$ cat src/rtl/rob_multi_commit.sv
`default_nettype none
// ============================================================================
// Module   : rob_multi_commit
// Purpose  : In-order reorder buffer with 2**IDX_W entries and a count-based
//            full flag, so every slot is usable. It accepts WB_PORTS
//            independent writeback channels plus a store-operand port, and
//            retires the head entry each cycle. It drives the register file,
//            store release, branch-predictor update and global redirect.
// Ports    : clk, rst (sync, active high), rdy (global enable), flush
//            alloc_*   : allocation at the tail (id = rob_tail_id)
//            wb_*      : packed writeback channels, channel k at [k*W +: W]
//            st_*      : store address/data resolution
//            q1_*/q2_* : combinational operand query (no writeback bypass)
//            rob_full/rob_empty/rob_count/rob_head_id/rob_tail_id : status
//            rf0_*/rf1_*, rob_store_*, rob_flush/rob_correct_pc, rob_bp_* :
//            registered single-cycle commit outputs
// Config   : ROB_DUAL_COMMIT_EN - when defined, a second REG entry may retire
//            in the same cycle as an older REG entry (rf1 port). When
//            undefined, rf1_en stays 0 and at most one entry retires.
// Revision : 1.0 - initial release
// ============================================================================
module rob_multi_commit #(
    parameter int IDX_W    = 3,
    parameter int XLEN     = 32,
    parameter int LSB_W    = 3,
    parameter int WB_PORTS = 2
) (
    input  logic                       clk,
    input  logic                       rst,
    input  logic                       rdy,
    input  logic                       flush,
    input  logic                       alloc_valid,
    input  logic [1:0]                 alloc_kind,
    input  logic [4:0]                 alloc_rd,
    input  logic [XLEN-1:0]            alloc_val,
    input  logic                       alloc_ready,
    input  logic                       alloc_pred,
    input  logic [XLEN-1:0]            alloc_addr,
    input  logic [XLEN-1:0]            alloc_inst_addr,
    input  logic                       alloc_c,
    input  logic [LSB_W-1:0]           alloc_lsb_id,
    input  logic [WB_PORTS-1:0]        wb_valid,
    input  logic [WB_PORTS*IDX_W-1:0]  wb_id,
    input  logic [WB_PORTS*XLEN-1:0]   wb_val,
    input  logic                       st_valid,
    input  logic [IDX_W-1:0]           st_id,
    input  logic [XLEN-1:0]            st_addr,
    input  logic [XLEN-1:0]            st_data,
    input  logic [IDX_W-1:0]           q1_id,
    input  logic [IDX_W-1:0]           q2_id,
    output logic                       q1_ready,
    output logic [XLEN-1:0]            q1_val,
    output logic                       q2_ready,
    output logic [XLEN-1:0]            q2_val,
    output logic                       rob_full,
    output logic                       rob_empty,
    output logic [IDX_W:0]             rob_count,
    output logic [IDX_W-1:0]           rob_head_id,
    output logic [IDX_W-1:0]           rob_tail_id,
    output logic                       rf0_en,
    output logic [4:0]                 rf0_rd,
    output logic [XLEN-1:0]            rf0_val,
    output logic                       rf1_en,
    output logic [4:0]                 rf1_rd,
    output logic [XLEN-1:0]            rf1_val,
    output logic                       rob_store_en,
    output logic [LSB_W-1:0]           rob_store_lsb_id,
    output logic                       rob_flush,
    output logic [XLEN-1:0]            rob_correct_pc,
    output logic                       rob_bp_en,
    output logic [XLEN-1:0]            rob_bp_inst_addr,
    output logic                       rob_bp_jump,
    output logic                       rob_bp_correct
);

    localparam int         C_DEPTH       = 1 << IDX_W;
    localparam logic [1:0] C_KIND_REG    = 2'd0;
    localparam logic [1:0] C_KIND_STORE  = 2'd1;
    localparam logic [1:0] C_KIND_BRANCH = 2'd2;
    localparam logic [1:0] C_KIND_JALR   = 2'd3;

    // Entry storage. Only the ready bits are reset; the payload is always
    // rewritten at allocation before it can be observed as live.
    logic [1:0]         r_kind [C_DEPTH];
    logic [4:0]         r_rd   [C_DEPTH];
    logic [XLEN-1:0]    r_val  [C_DEPTH];
    logic [XLEN-1:0]    r_addr [C_DEPTH];
    logic [XLEN-1:0]    r_pc   [C_DEPTH];
    logic [LSB_W-1:0]   r_lsb  [C_DEPTH];
    logic [C_DEPTH-1:0] r_ready;
    logic [C_DEPTH-1:0] r_pred;
    logic [C_DEPTH-1:0] r_c;

    logic [IDX_W-1:0]   r_head;
    logic [IDX_W-1:0]   r_tail;
    logic [IDX_W:0]     r_count;

    logic [C_DEPTH-1:0] w_live;
    logic               w_alloc;
    logic               w_commit0;
    logic               w_commit1;
    logic [IDX_W:0]     w_n_commit;
    logic               w_taken;

    assign rob_full    = (r_count == (IDX_W+1)'(C_DEPTH));
    assign rob_empty   = (r_count == '0);
    assign rob_count   = r_count;
    assign rob_head_id = r_head;
    assign rob_tail_id = r_tail;

    assign q1_ready = r_ready[q1_id];
    assign q1_val   = r_val[q1_id];
    assign q2_ready = r_ready[q2_id];
    assign q2_val   = r_val[q2_id];

    // An id is live when its distance from head is below the count; this
    // also covers the full case where head == tail.
    always_comb begin
        w_live = '0;
        for (int i = 0; i < C_DEPTH; i++) begin
            w_live[i] = ({1'b0, IDX_W'(IDX_W'(i) - r_head)} < r_count);
        end
    end

    assign w_alloc   = alloc_valid && !rob_full;
    assign w_commit0 = (r_count != '0) && r_ready[r_head];
    assign w_taken   = r_val[r_head][0];

`ifdef ROB_DUAL_COMMIT_EN
    logic [IDX_W-1:0] w_head1;
    assign w_head1   = r_head + IDX_W'(1);
    // The younger slot only retires alongside an older REG commit, so no
    // redirect or store release can be skipped by it.
    assign w_commit1 = w_commit0
                    && (r_count > (IDX_W+1)'(1))
                    && r_ready[w_head1]
                    && (r_kind[r_head] == C_KIND_REG)
                    && (r_kind[w_head1] == C_KIND_REG);
`else
    assign w_commit1 = 1'b0;
`endif

    assign w_n_commit = (IDX_W+1)'(w_commit0) + (IDX_W+1)'(w_commit1);

    always_ff @(posedge clk) begin
        if (rst) begin
            r_head           <= '0;
            r_tail           <= '0;
            r_count          <= '0;
            r_ready          <= '0;
            rf0_en           <= 1'b0;
            rf0_rd           <= '0;
            rf0_val          <= '0;
            rf1_en           <= 1'b0;
            rf1_rd           <= '0;
            rf1_val          <= '0;
            rob_store_en     <= 1'b0;
            rob_store_lsb_id <= '0;
            rob_flush        <= 1'b0;
            rob_correct_pc   <= '0;
            rob_bp_en        <= 1'b0;
            rob_bp_inst_addr <= '0;
            rob_bp_jump      <= 1'b0;
            rob_bp_correct   <= 1'b0;
        end else if (rdy) begin
            // Commit strobes are single-cycle pulses.
            rf0_en       <= 1'b0;
            rf1_en       <= 1'b0;
            rob_store_en <= 1'b0;
            rob_flush    <= 1'b0;
            rob_bp_en    <= 1'b0;

            if (flush) begin
                r_tail  <= r_head;
                r_count <= '0;
            end else begin
                // Later channels are written last, so the highest index wins
                // when two channels target the same id.
                for (int k = 0; k < WB_PORTS; k++) begin
                    if (wb_valid[k] && w_live[wb_id[k*IDX_W +: IDX_W]]) begin
                        r_ready[wb_id[k*IDX_W +: IDX_W]] <= 1'b1;
                        if (r_kind[wb_id[k*IDX_W +: IDX_W]] == C_KIND_JALR) begin
                            r_addr[wb_id[k*IDX_W +: IDX_W]] <= wb_val[k*XLEN +: XLEN];
                        end else begin
                            r_val[wb_id[k*IDX_W +: IDX_W]] <= wb_val[k*XLEN +: XLEN];
                        end
                    end
                end

                if (st_valid && w_live[st_id] && (r_kind[st_id] == C_KIND_STORE)) begin
                    r_addr[st_id]  <= st_addr;
                    r_val[st_id]   <= st_data;
                    r_ready[st_id] <= 1'b1;
                end

                // The tail slot is never live while not full, so allocation
                // cannot collide with a writeback in the same cycle.
                if (w_alloc) begin
                    r_kind[r_tail]  <= alloc_kind;
                    r_rd[r_tail]    <= alloc_rd;
                    r_val[r_tail]   <= alloc_val;
                    r_ready[r_tail] <= alloc_ready;
                    r_pred[r_tail]  <= alloc_pred;
                    r_addr[r_tail]  <= alloc_addr;
                    r_pc[r_tail]    <= alloc_inst_addr;
                    r_c[r_tail]     <= alloc_c;
                    r_lsb[r_tail]   <= alloc_lsb_id;
                    r_tail          <= r_tail + IDX_W'(1);
                end

                if (w_commit0) begin
                    case (r_kind[r_head])
                        C_KIND_REG: begin
                            rf0_en  <= 1'b1;
                            rf0_rd  <= r_rd[r_head];
                            rf0_val <= r_val[r_head];
                        end
                        C_KIND_STORE: begin
                            rob_store_en     <= 1'b1;
                            rob_store_lsb_id <= r_lsb[r_head];
                        end
                        C_KIND_BRANCH: begin
                            rob_bp_en        <= 1'b1;
                            rob_bp_inst_addr <= r_pc[r_head];
                            rob_bp_jump      <= w_taken;
                            rob_bp_correct   <= (r_pred[r_head] == w_taken);
                            if (r_pred[r_head] != w_taken) begin
                                rob_flush      <= 1'b1;
                                rob_correct_pc <= w_taken ? r_addr[r_head]
                                                : r_pc[r_head] + (r_c[r_head] ? XLEN'(2) : XLEN'(4));
                            end
                        end
                        default: begin
                            // JALR: link value is written at allocation,
                            // target arrives through writeback.
                            rf0_en         <= 1'b1;
                            rf0_rd         <= r_rd[r_head];
                            rf0_val        <= r_val[r_head];
                            rob_flush      <= 1'b1;
                            rob_correct_pc <= r_addr[r_head];
                        end
                    endcase
                end

`ifdef ROB_DUAL_COMMIT_EN
                if (w_commit1) begin
                    rf1_en  <= 1'b1;
                    rf1_rd  <= r_rd[w_head1];
                    rf1_val <= r_val[w_head1];
                end
`endif

                r_head  <= r_head + w_n_commit[IDX_W-1:0];
                r_count <= r_count + (IDX_W+1)'(w_alloc) - w_n_commit;
            end
        end
    end

endmodule
`default_nettype wire

$ cat config.mk
export PLATFORM = sky130hd
export DESIGN_NAME = rob_multi_commit
export DESIGN_NICKNAME = d
export VERILOG_FILES = /design/src/rtl/rob_multi_commit.sv
export SDC_FILE = /design/constraint.sdc
export NUM_CORES = 2
export LEC_CHECK = 0
export CAP_MARGIN = 20
export CORE_ASPECT_RATIO = 0.7
export CORE_MARGIN = 5
export CORE_UTILIZATION = 55
export DETAILED_ROUTE_END_ITERATION = 8
export PLACE_DENSITY = 0.76
export SLEW_MARGIN = 20
export SYNTH_ARGS = -nofsm -noshare
export SYNTH_HDL_FRONTEND = slang
export SYNTH_SLANG_ARGS = --single-unit
$ cat constraint.sdc
create_clock -name clk -period 7.99 [get_ports clk]
set_clock_uncertainty 0.05 [all_clocks]
set_input_delay 1.598 -clock clk [delete_from_list [all_inputs] [get_ports clk]]
set_output_delay 1.598 -clock clk [all_outputs]
set_load 0.03 [all_outputs]
After elaboration in Yosys (flattened, before gate mapping)
Memories as Yosys holds them, arrays and structs flattened. A register that Yosys moved wholly into a read port is not among the register bits.
Cells that the tools add are included.
{"block": "classes", "addsub": 13, "n_lt_le_gt_ge": 19, "eq_ne": 9, "muxes": 102, "bitwise": 7, "n_reduce_logical": 24}
{"cell": "8-bit two-way mux", "count": 13}
{"cell": "32-bit two-way mux", "count": 2}
{"cell": "32-bit case mux with 2 select lines", "count": 1}
{"cell": "1-bit two-way mux", "count": 58}
{"cell": "3-bit two-way mux", "count": 11}
{"cell": "32-bit by 3-bit adder with 32-bit output", "count": 1}
{"cell": "3-bit by 4-bit < comparator with 1-bit output", "count": 8}
{"cell": "3-bit by 4-bit < comparator with 1-bit output, second input constant", "count": 7}
{"cell": "1-bit binary-select mux with 3-bit select", "count": 8}
{"cell": "8-bit bitwise mux", "count": 3}
{"cell": "8-bit OR", "count": 3}
{"cell": "4-bit AND reduction", "count": 4}
{"cell": "1-bit demux with 3-bit select", "count": 4}
{"cell": "3-bit by 1-bit greater-or-equal comparator with 1-bit output, second input constant", "count": 4}
{"cell": "3-bit subtractor, first input constant", "count": 4}
{"cell": "1-bit logical AND", "count": 10}
{"cell": "2-bit == test, second input constant", "count": 3}
{"cell": "1-bit by 3-bit subtractor with 3-bit output, first input constant", "count": 2}
{"cell": "2-bit by 3-bit subtractor with 3-bit output, first input constant", "count": 2}
{"cell": "5-bit AND reduction", "count": 1}
{"cell": "4-bit by 1-bit adder with 4-bit output", "count": 1}
{"cell": "2-bit by 1-bit == test with 1-bit output, second input constant", "count": 2}
{"cell": "4-bit == test, second input constant", "count": 1}
{"cell": "4-bit logical NOT", "count": 1}
{"cell": "15 further kinds", "count": 20}
{"block": "word_totals", "ff_bits": 136, "ramBits": 848, "out_inout_bits": 226, "elab_cells": 195, "mem_count": 6}
{"name": "r_addr", "depth": 8, "width": 32, "rd": 1, "rd_clocked_by_memory_dff": 1, "write_ports": 4, "line": "87", "rtl": "logic [XLEN-1:0] r_addr [C_DEPTH];"}
{"name": "r_pc", "depth": 8, "width": 32, "rd": 1, "rd_clocked_by_memory_dff": 1, "write_ports": 1, "line": "88", "rtl": "logic [XLEN-1:0] r_pc [C_DEPTH];"}
{"name": "r_val", "depth": 8, "width": 32, "rd": 3, "rd_clocked_by_memory_dff": 1, "write_ports": 4, "line": "86", "rtl": "logic [XLEN-1:0] r_val [C_DEPTH];"}
{"name": "r_rd", "depth": 8, "width": 5, "rd": 1, "rd_clocked_by_memory_dff": 1, "write_ports": 1, "line": "85", "rtl": "logic [4:0] r_rd [C_DEPTH];"}
{"name": "r_lsb", "depth": 8, "width": 3, "rd": 1, "rd_clocked_by_memory_dff": 1, "write_ports": 1, "line": "89", "rtl": "logic [LSB_W-1:0] r_lsb [C_DEPTH];"}
{"name": "r_kind", "depth": 8, "width": 2, "rd": 4, "rd_clocked_by_memory_dff": 1, "write_ports": 1, "line": "84", "rtl": "logic [1:0] r_kind [C_DEPTH];"}

Logic depth before layout (Yosys ltp)
{"block": "depth", "ltp_word": 21, "mapped_depth": 19}

Worst setup path before layout
Ideal clock, no wire load.
{"block": "synth_path", "path_kind": "register to register", "startpoint": "register r_head[0], in the netlist rob_head_id[0]", "endpoint": "memory r_val[4][0] (enable)", "setup_ns": 0.533, "arrival_ns": 6.816, "required_ns": 7.407, "slack_ns": 0.591, "path_stages_with_launch": 15, "synth_period_minus_slack_ns": 7.399, "cell_sequence": "dfxtp_1 > buf_4 > buf_1 > inv_1 > ha_1 > xor2_1 > inv_1 > ha_1 > a21oi_1 > o21ai_0 > mux2i_1 > mux4_2 > nand2b_1 > nand4b_1 > o311ai_0"}
{"item": "from (decl)", "line": "94", "rtl": "logic [IDX_W-1:0] r_head;"}
{"item": "from (signal assigned)", "line": "253", "rtl": "r_head <= r_head + w_n_commit[IDX_W-1:0];"}
{"item": "to (decl)", "line": "86"}

Final worst setup path
{"block": "layout_path", "startpoint": "input port q2_id[1]", "endpoint": "output port q2_val[0]"}
{"block": "layout_via", "elab_chain_len": 1}
{"item": "from (decl)", "line": "50", "rtl": "input logic [IDX_W-1:0] q2_id,"}
{"item": "memory read 8 x 32 bit"}
{"item": "to (decl)", "line": "54", "rtl": "output logic [XLEN-1:0] q2_val,"}
No other way between the ends.

==> out/results.ini <==
[die]
dieWidth_microns=398
rows=99
io_pins=486
core_area_sq_mm=0.104
start_util=0.555
die_height_microns=282
die-area_sq_mm=0.112

[timing]
grt_setup_unrepaired=false
setup_viol=0
slew_violations=0
finalCriticalPeriod_ns=5.95
tns_ns=0
hold_viol_final=0
fmax_mhz=168
tightest_slew_ns=1.25
setup_slack_ns=2.04
post-route-period-util=0.745
slew_headroom=0.166

[logic_synthesis]
ys_ff_latch=995
netlist_area_sq_mm=0.0580
syn_inst=4531
netlist.area_leader.share=0.448
synthTopCellsByArea=edfxtp_1, mux4_2, mux2i_1, o221ai_1, dfxtp_1
yosysMostFrequentCell=edfxtp_1
synthTopCellsByCount=edfxtp_1, mux2i_1, nand2_1
synth_largest_area_cell=edfxtp_1
ys_seq_area_frac=0.493
ys_warn_count=0
synth-async-reset-ratio=0
synth_ff_type=edfxtp_1
yosys.cell_types.count=80
syn_avg_cell_area_sq_um=12.8
synth_edf_count=864

[power]
p_int_mw=8.90
pwr-share-comb=0.094
p_seq_frac=0.482
swShare=0.246
ir_drop_mv=0.164
clockPowerShare=0.424
p_leak_nw=20.2
power.density_mw_per_mm2=178
switchingPower_mw=2.91

[clocking]
cts-root-buf=clkbuf_16
cts_max_path_buffers=3
htreeDepth=3
post_cts_resized=0
holdBufCountCts=0
cts_inserted_buffers=98
cts_setup_buffers=0
insertion_delay_ns=0.72
clkTransAtPathRegs_ns=0.06
cts_tree=built
cts.sinks=995

[drt]
drc=0
avgViaCountPerCell=7.51
wire_per_inst_microns=35.1
antenna_left=0
finalWirelength_microns=218000
num_vias=46700
drt_iter0_markers=9012
dr.pass1.iters=8

[final_layout]
layout.nets=4973
fin_util=0.636
syn_to_final_growth_pct=14.5
finalNonFillerCells=6218
layout-drive-gt1-share=0.169
fillers=7700

[grt]
grt-ovfl-total=0
grt_max_degree=67
grt_pass1_wl_microns=313000
track_usage=0.379
grt_pass1_vias=45000
antenna_found_initial=41

[min_path]
hold_path_class=flip-flop to flip-flop

[placed_design]
pre_cts_slack_ns=2.02
gp_congestion=0.953
portBuffers=447
hpwl_microns=136000
dp_cells=5994

[worst_setup_path]
crit_family=buffers and inverters
worstPathArrival_ns=4.30
cp.buffers_inverters=3
endpoint_kind=primary output
path_class=input port to primary output
critical_path_required_ns=6.34
slowest_delay_ns=0.70
slowest_stage=buf_4
critPathMaxFanout=39
worstPathCellList=buf_2 > buf_4 > mux4_2 > mux2_2 > clkdlybuf4s50_1
startpoint_type=input port

[flow_run]
maxCapViolations=0

[run_status]
status=finished, final reports clean

[state kept, by name (all words and copies together), names as in the netlist, 5 cells and up, named ones only]
signal	cells
rob_correct_pc	32
rob_bp_inst_addr	32
rf0_val	32
r_val	256
r_rd	40
r_lsb	24
r_kind	16
r_addr	256
r_pc	256
rf0_rd	5
r_ready	8
r_c	8
r_pred	8
[kinds of logic after synthesis]
kind of cell / after synthesis / synth area share
other cells: 1 / 0.0000647
mux: 1031 / 0.256
flops: 995 / 0.493
compound gates: 957 / 0.123
xor+xnor: 29 / 0.00438
buf+inv: 599 / 0.0493
simple gates: 889 / 0.0678
fa+ha+maj: 30 / 0.00674
[tightest hold or removal path: cells and delay by family, from the launching register on]
kind / cells / cell delay [ns]
simple gates: 1 / 0.06
compound gates: 1 / 0.05
flops: 1 / 0.31
[placed cells by master (no fill, tap or decap), types with 11 or more instances in the layout]
cell and instances:
edfxtp_1 864, mux2i_1 596, nand2_1 525, clkdlybuf4s50_1 436
mux4_2 354, o221ai_1 342, nor2_1 167, o21ai_0 141
a22oi_1 131, dfxtp_1 127, buf_4 123, clkbuf_16 98
mux2_2 80, a211oi_1 66, a21oi_1 63, o21ai_1 54
conb_1 38, diode_2 36, inv_1 36, nor3_1 31
a32oi_1 29, ha_1 28, nand3_1 26, clkinv_2 25
o211ai_1 23, nor4_1 18, clkbuf_1 17, nand2b_1 16
a31oi_1 16, xor2_1 15, clkinv_1 14, xnor2_1 14
o2bb2a_1 14, bufinv_16 14, nor2_4 11
[metal layers]
layer  wire length (microns)  global-route usage  vias to the layer above
met5                      69                   0                        -
met4                   12900               0.194                       10
met3                   37900               0.153                      873
met2                   93000               0.542                     4628
met1                   74400               0.501                    22800
li1                        -                   -                    18400
[worst paths after layout]
kind	cells after the start	end	slack, ns	start
setup / recovery	5	q2_val[0]	2.04	q2_id[1]
hold reg to reg	2	rob_store_en	0.42	rob_store_en
setup reg to reg	12	r_val[0][2]	2.45	rob_head_id[2]
hold / removal	2	rob_store_en	0.42	rob_store_en
[area by class of cell]
class / count / area, sq um / area share
clock inverters: 64 / 852 / 0.0128
multi-input cells: 2974 / 26900 / 0.405
well taps: 1414 / 1770 / 0.0266
repair buffers: 573 / 5470 / 0.0824
diodes: 36 / 90.1 / 0.00136
flip-flops and latches: 995 / 28600 / 0.430
clock buffers: 121 / 2600 / 0.0391
inverters: 41 / 154 / 0.00232
[power groups by stage]
stage	Combinational, mW	Clock (mW)	Sequential (mW)
floorplan	0.616	0	5.80
global placement	1.05	0	5.80
detailed placement	1.07	0	5.80
CTS	1.07	5.00	5.69
global route	1.15	5.24	5.69
finish	1.11	5.01	5.69
[through the flow]
| stage | total power, mW | hold slack [ns] | cell area [sq um] |
|---|---|---|---|
| after floorplan | 6.41 | 0.488 | 58100 |
| after global placement | 6.85 | 0.402 | 62800 |
| after detailed placement | 6.87 | 0.408 | 62800 |
| after CTS | 11.8 | 0.418 | 66200 |
| after global routing | 12.1 | 0.451 | 66400 |
| final | 11.8 | 0.416 | 66400 |
Note: power is estimated with default switching activity, not from simulation.
